`src/rtl/mpif_tx_buffer.sv`:
```
// mpif_tx_buffer: byte FIFO between the FCS stage and the PHY transmit
// interface. A frame is collected until START_THRESHOLD bytes are held, or
// until its last byte is written, and is then streamed to the PHY in write
// order. Each entry carries a last-of-frame flag next to the data byte.
//
// Optional feature macro: MPIF_TX_UNDERRUN_DET_EN
//   defined   : an empty buffer while streaming, with the PHY ready and no
//               push arriving, pulses txUnderrun_p. The frame is then
//               discarded and the block returns to IDLE.
//   undefined : txUnderrun_p stays 0 and streaming waits for more data.
//
// Ports
//   macCoreClk, macCoreClkHardRst_n : clock, asynchronous active-low reset
//   txFrameStart_p                  : frame start; restarts an active frame
//   txDataIn/txDataInValid          : byte stream from the FCS stage
//   txFrameEnd_p                    : marks this byte, or the next one
//                                     written, as the last of the frame
//   txBufferFlush                   : synchronous abort, highest priority
//   mpIfTxFifoFull                  : back-pressure to the FCS stage
//   phyTxData/phyTxDataValid/
//   phyTxLast/phyTxReady            : head byte handshake to the PHY
//   txBufferEmpty                   : occupancy is zero
//   txUnderrun_p                    : one-cycle underrun pulse
module mpif_tx_buffer #(
  parameter int DEPTH           = 16,
  parameter int START_THRESHOLD = 4
) (
  input  logic       macCoreClk,
  input  logic       macCoreClkHardRst_n,
  input  logic       txFrameStart_p,
  input  logic [7:0] txDataIn,
  input  logic       txDataInValid,
  input  logic       txFrameEnd_p,
  input  logic       txBufferFlush,
  output logic       mpIfTxFifoFull,
  output logic [7:0] phyTxData,
  output logic       phyTxDataValid,
  output logic       phyTxLast,
  input  logic       phyTxReady,
  output logic       txBufferEmpty,
  output logic       txUnderrun_p
);

  localparam int AW = $clog2(DEPTH);
  localparam int CW = AW + 1;

  typedef enum logic [1:0] {IDLE, FILL, STREAM, DRAIN} state_t;

  state_t          state_q, state_d;
  logic [8:0]      mem_q [DEPTH];
  logic [AW-1:0]   wrPtr_q, wrPtr_d, rdPtr_q, rdPtr_d;
  logic [CW-1:0]   count_q, count_d;
  logic            pend_q, pend_d;
  // The frame's last byte is already stored: streaming may end as soon as
  // that byte leaves, and no further data is expected.
  logic            lastSeen_q, lastSeen_d;
  logic            full_q, empty_q;
  logic            unf_q, unf_d;
  logic            push, pop, lastIn, underrun, restart, clr;
  logic [8:0]      head;

  assign head           = mem_q[rdPtr_q];
  assign phyTxData      = head[7:0];
  assign phyTxLast      = head[8];
  assign phyTxDataValid = ((state_q == STREAM) || (state_q == DRAIN)) && !empty_q;
  assign mpIfTxFifoFull = full_q;
  assign txBufferEmpty  = empty_q;
  assign txUnderrun_p   = unf_q;

  assign push    = txDataInValid && !full_q && (state_q != IDLE);
  assign pop     = phyTxDataValid && phyTxReady;
  assign lastIn  = txFrameEnd_p || pend_q;
  assign restart = txFrameStart_p && (state_q != IDLE);

`ifdef MPIF_TX_UNDERRUN_DET_EN
  assign underrun = (state_q == STREAM) && empty_q && phyTxReady && !push;
`else
  assign underrun = 1'b0;
`endif

  // Any of these discards the buffer content on this edge.
  assign clr = txBufferFlush || restart || underrun;

  always_comb begin
    state_d    = state_q;
    wrPtr_d    = wrPtr_q;
    rdPtr_d    = rdPtr_q;
    count_d    = count_q + CW'(push) - CW'(pop);
    pend_d     = pend_q;
    lastSeen_d = lastSeen_q;
    unf_d      = 1'b0;

    if (push) wrPtr_d = wrPtr_q + AW'(1);
    if (pop)  rdPtr_d = rdPtr_q + AW'(1);

    // A frame end without a byte is carried to the next written byte.
    if (push) begin
      pend_d = 1'b0;
      if (lastIn) lastSeen_d = 1'b1;
    end else if (txFrameEnd_p && (state_q != IDLE)) begin
      pend_d = 1'b1;
    end

    case (state_q)
      IDLE: begin
        if (txFrameStart_p) begin
          state_d    = FILL;
          pend_d     = 1'b0;
          lastSeen_d = 1'b0;
        end
      end
      FILL: begin
        if ((count_d >= CW'(START_THRESHOLD)) || (push && lastIn))
          state_d = STREAM;
      end
      STREAM: begin
        // A one-byte tail can leave while still in STREAM.
        if (pop && phyTxLast) begin
          state_d    = IDLE;
          pend_d     = 1'b0;
          lastSeen_d = 1'b0;
        end else if ((push && lastIn) || lastSeen_q) begin
          state_d = DRAIN;
        end
      end
      DRAIN: begin
        if (pop && phyTxLast) begin
          state_d    = IDLE;
          pend_d     = 1'b0;
          lastSeen_d = 1'b0;
        end
      end
      default: state_d = IDLE;
    endcase

    if (clr) begin
      wrPtr_d    = '0;
      rdPtr_d    = '0;
      count_d    = '0;
      pend_d     = 1'b0;
      lastSeen_d = 1'b0;
      if (txBufferFlush) begin
        state_d = IDLE;
      end else if (restart) begin
        state_d = FILL;
      end else begin
        state_d = IDLE;
        unf_d   = 1'b1;
      end
    end
  end

  always_ff @(posedge macCoreClk or negedge macCoreClkHardRst_n) begin
    if (!macCoreClkHardRst_n) begin
      state_q    <= IDLE;
      wrPtr_q    <= '0;
      rdPtr_q    <= '0;
      count_q    <= '0;
      pend_q     <= 1'b0;
      lastSeen_q <= 1'b0;
      full_q     <= 1'b0;
      empty_q    <= 1'b1;
      unf_q      <= 1'b0;
    end else begin
      state_q    <= state_d;
      wrPtr_q    <= wrPtr_d;
      rdPtr_q    <= rdPtr_d;
      count_q    <= count_d;
      pend_q     <= pend_d;
      lastSeen_q <= lastSeen_d;
      full_q     <= (count_d == CW'(DEPTH));
      empty_q    <= (count_d == '0);
      unf_q      <= unf_d;
    end
  end

  // Storage is not reset; the head is only looked at while valid.
  always_ff @(posedge macCoreClk) begin
    if (push && !clr) mem_q[wrPtr_q] <= {lastIn, txDataIn};
  end

endmodule

```
`config.mk`:
```
export PLATFORM = sky130hd
export DESIGN_NAME = mpif_tx_buffer
export DESIGN_NICKNAME = d
export VERILOG_FILES = /design/src/rtl/mpif_tx_buffer.sv
export SDC_FILE = /design/constraint.sdc
export NUM_CORES = 1
export LEC_CHECK = 0
export CAP_MARGIN = 20
export CORE_UTILIZATION = 54
export DETAILED_ROUTE_END_ITERATION = 8
export GPL_TIMING_DRIVEN = 1
export PLACE_DENSITY_LB_ADDON = 0.08
export SYNTH_ARGS = -nofsm -noshare
export SYNTH_HDL_FRONTEND = slang
export SYNTH_SLANG_ARGS = --single-unit
```
`constraint.sdc`:
```
create_clock -name macCoreClk -period 2.8 [get_ports macCoreClk]
set_clock_uncertainty 0.05 [all_clocks]
set_input_delay 0.28 -clock macCoreClk [delete_from_list [all_inputs] [get_ports macCoreClk]]
set_output_delay 0.28 -clock macCoreClk [all_outputs]
set_load 0.005 [all_outputs]
```
==> results of run 1 <==
-- cell usage after synthesis --
master                      instances  area (µm²)
sky130_fd_sc_hd__nand4_1            2       12.51
sky130_fd_sc_hd__conb_1             1       3.750
sky130_fd_sc_hd__nor4bb_1           1       10.01
sky130_fd_sc_hd__a21o_1             3       22.52
sky130_fd_sc_hd__nor4_1             1       6.260
sky130_fd_sc_hd__nor2_1            19       71.32
sky130_fd_sc_hd__and3b_1            1       8.760
sky130_fd_sc_hd__xnor2_1            4       35.03
sky130_fd_sc_hd__nor3_2             1       10.01
sky130_fd_sc_hd__inv_1             12       45.04
sky130_fd_sc_hd__nand2_1            9       33.78
sky130_fd_sc_hd__dfstp_2            1       26.28
sky130_fd_sc_hd__buf_2              7       35.03
sky130_fd_sc_hd__or2_1              1       6.260
sky130_fd_sc_hd__nand2b_1           4       25.02
sky130_fd_sc_hd__o41ai_1            1       8.760
sky130_fd_sc_hd__nor3_1            10       50.05
sky130_fd_sc_hd__nand4b_1           1       8.760
sky130_fd_sc_hd__nor3b_1            1       7.510
sky130_fd_sc_hd__dfrtp_1           18       450.4
sky130_fd_sc_hd__o311ai_1           1       8.760
sky130_fd_sc_hd__or3_4              1       11.26
sky130_fd_sc_hd__buf_4              1       7.510
sky130_fd_sc_hd__mux2i_1            4       40.04
sky130_fd_sc_hd__nand3_1            1       5.000
sky130_fd_sc_hd__buf_6              1       11.26
sky130_fd_sc_hd__clkbuf_1           6       22.52
sky130_fd_sc_hd__mux4_1             4       105.1
sky130_fd_sc_hd__o31ai_1            1       7.510
sky130_fd_sc_hd__a21oi_1            6       30.03
sky130_fd_sc_hd__buf_1              1       3.750
sky130_fd_sc_hd__o22ai_1            1       6.260
sky130_fd_sc_hd__nor2b_1            1       6.260
sky130_fd_sc_hd__xor2_1             5       43.79
sky130_fd_sc_hd__inv_2              1       3.750
sky130_fd_sc_hd__fa_1               1       20.02
sky130_fd_sc_hd__and2_1             7       43.79
sky130_fd_sc_hd__mux4_2            40       900.9
sky130_fd_sc_hd__edfxtp_1         144        4324
sky130_fd_sc_hd__o2bb2ai_1          1       8.760
sky130_fd_sc_hd__ha_1              10       125.1
sky130_fd_sc_hd__nor4b_1            1       8.760
-- worst max-delay path: cells and delay by family, from the launching register on --
| kind | cells | cell delay (ps) |
|---|---|---|
| flip-flops | 1 | 510 |
| buffers and inverters | 3 | 480 |
| multiplexers | 2 | 980 |
-- through the flow --
step	hold slack [ps]	setup WS, ps
2_1_floorplan	-65.59	49.71
3_3_place_gp	440.8	-107.4
3_5_place_dp	455.9	-116.0
4_1_cts	334.7	-60.59
5_1_grt	374.8	-0.1879
6_report	314.5	71.31
-- logic make-up (layout without fill, tap and decap cells) --
group,count (synthesis),after routing,synth area share
other,1,1,0.0005663
AND/OR/NAND/NOR,62,62,0.04913
AO/OA/AOI/OAI,14,14,0.01399
flip-flops,163,163,0.7251
buffers and inverters,29,119,0.01946
multiplexers,48,48,0.1580
adder cells (fa/ha/maj),11,11,0.02192
XOR/XNOR,9,9,0.01190
-- path summary, 6_finish.rpt --
check / from / endpoint / slack (ps) / cells after the start
max in group asynchronous: macCoreClkHardRst_n / rdPtr_q[0] / 1750 / 1
setup / recovery: rdPtr_q[0] / phyTxData[6] / 70 / 5
setup reg to reg: txBufferEmpty / state_q[1] / 130 / 10
min in group macCoreClk: lastSeen_q / lastSeen_q / 470 / 2
hold / removal: macCoreClkHardRst_n / rdPtr_q[1] / 310 / 1
hold reg to reg: lastSeen_q / lastSeen_q / 470 / 2
-- what timing repair did --
item | CTS | global route
endpoints found under the setup margin | 8 | 10
buffers inserted | 6 | 3
gates cloned | 1 | 0
gates resized for setup | 15 | 12
pin swaps | 0 | 0
-- routing by layer --
metal  vias up  wire (µm)  GRT usage
met1      1718       5610     0.3049
met2        70       6158     0.3514
met4         0        231    0.09067
li1       1501          -          -
met3        17        500    0.05088
met5         -          0          0
-- registers in the layout, summed over array words and instances (netlist names) --
name and count:
count_q 5, lastSeen_q 1, mem_q 144, mpIfTxFifoFull 1, pend_q 1, rdPtr_q 4, state_q 2, txBufferEmpty 1
wrPtr_q 4
-- final cells by class --
| type | count | area (µm²) |
|---|---|---|
| tap | 147 | 183.9 |
| fill | 791 | 3986 |
| multi-input combinational | 145 | 1702 |
| sequential | 163 | 4806 |
| inverter | 13 | 48.80 |
| clock buffer | 25 | 485.5 |
| timing repair buffer | 74 | 690.7 |
| clock inverter | 7 | 58.81 |
-- power by group through the flow --
stage | clock, mW | sequential, mW | combinational (mW)
2_1_floorplan | 0 | 2.80 | 0.362
3_3_place_gp | 0 | 2.81 | 0.572
3_5_place_dp | 0 | 2.81 | 0.579
4_1_cts | 2.17 | 2.76 | 0.593
5_1_grt | 2.27 | 2.76 | 0.676
6_report | 2.13 | 2.76 | 0.610
==> run summary, run 1 <==
Drt
* 0 — final routed DRC violation total
* 21.78 µm — Wirelength per Cell
* 12,500 µm — total detailed-routing wirelength
* 3,306 — via count of the routed design
* 5.760 — Via density
* 4 — number of iterations in the first detailed-routing pass
* 299 — number of DRC markers in iteration 0
* 0 — DRT antenna net count

Layout
* 440 — post-layout net count
* 0.2881 — fraction of layout instances using a drive strength above 1
* 0 — diode count
* 574 — final std cells w/o fill
* sky130_fd_sc_hd__edfxtp_1 — most common library cell in the layout ignoring fill and taps
* 7975 µm² — final instance area
* sky130_fd_sc_hd__edfxtp_1 (144), sky130_fd_sc_hd__mux4_2 (40), sky130_fd_sc_hd__buf_4 (39) — commonest non-fill, non-tap cells in the layout
* 0.6667 — fraction of the core area covered by cells at the end of the flow
* 20.45% — Layout Area Growth over Synthesis

Pwr
* 689.5 nW/µm² — Power Dens Cells
* 0.2171 — net switching fraction of the power
* 4.305 mW — P_int
* 2.732 nW — Pleak
* 0.0004185 V — VDD IR-drop max
* 5.499 mW — overall power after layout
* 0.388 — part of the total power dissipated in the clock network
* 0.111 — relative contribution of combinational cells to total power
* 0.501 — part of the power in registers
* 1.194 mW — net switching component of the power

Critical path
* sky130_fd_sc_hd__dfrtp_4 — Crit-path slowest cell
* 2470 ps — required arrival time at the worst endpoint
* register to output port — kind of critical path
* 510 ps — crit-path max cell delay
* 2400 ps — arrival time at the worst endpoint
* 7 — maximum fanout encountered on the critical timing path
* sky130_fd_sc_hd__mux4_2 — most numerous cell on the critical path
* output port — Crit. End Element
* register — startpoint type of the worst setup path
* buf_6 > buf_16 > mux4_2 > mux4_2 > clkdlybuf4s15_1 — cell-by-cell listing of the critical path

Floorplanning
* 0.5536 — starting density of the core
* 112.7 µm — Die Span Y
* 112.7 µm — chip width
* 11,960 µm² — area inside the core boundary
* 40 — total number of placement rows
* 28 — I/O pin cnt
* 12,710 µm² — die outline area

GRT
* 0 — Congestion Overflow GR
* 0 — initial antenna violation count
* 3,467 — number of global-route vias before repair
* 19,660 µm — wire length of the first global-routing pass
* 0.2225 — GR Util All Layers
* 38 — maximum number of pins on one net before global-route repair

CTS
* 4 — level count of the clock H-tree
* 2 — clock tree buffer depth
* yes — TritonCTS clock tree
* 163 — number of clock sinks seen by CTS
* 410 ps — clock latency of the later-clocked register in the worst-skew pair
* 17 — number of clock buffers inserted by TritonCTS
* 60 ps — clock-pin transition on the worst setup and hold timing paths
* sky130_fd_sc_hd__clkbuf_16 — Clock Root Buffer
* 0 — count of hold-fix buffers inserted at cts

Yosys
* 337 — Mapped Cells
* 19.65 µm² — synthesized area per cell
* 363 — Mapped Nets
* 163 — register bit count reported by yosys
* 0 — synthesis warning total
* 6621 µm² — post-synthesis instance area
* 0.7251 — Seq/Total Area, Yosys
* 42 — Yosys cell types

Placement
* 7853 µm — Final HPWL DP
* 7297 µm² — DP Area
* 532 — number of placed cells counting well taps
* 26 — Buffers on Ports
* 0.8370 — RD Place Congestion

Run status
* finished clean — run status

STA
* 366.5 MHz — maximum clock rate
* 0 — final setup fails
* 0.9745 — share of the clock period used by the worst path
* 0.4110 — max_slew headroom
* 0 ps — setup total negative slack
* 880.7 ps — actual transition at the worst max-transition pin
* 0 — number of hold-slack violations in the final timing report
* 2729 ps — Tmin final
* 0 — Pins Over Slew Limit

Flow run
* 0 — max-capacitance violation count

Min path
* input pin to asynchronous set/reset pin — type of the most critical hold path

(Power assumes the default switching activity.)
==> inputs of run 2 (changes only) <==
--- a/config.mk
+++ b/config.mk
@@ -8,7 +8,6 @@
 export CAP_MARGIN = 20
 export CORE_UTILIZATION = 54
 export DETAILED_ROUTE_END_ITERATION = 8
-export GPL_TIMING_DRIVEN = 1
 export PLACE_DENSITY_LB_ADDON = 0.08
 export SYNTH_ARGS = -nofsm -noshare
 export SYNTH_HDL_FRONTEND = slang
==> results of run 2 <==
No change in the layout: final DEF, timing and power equal those of run 1.
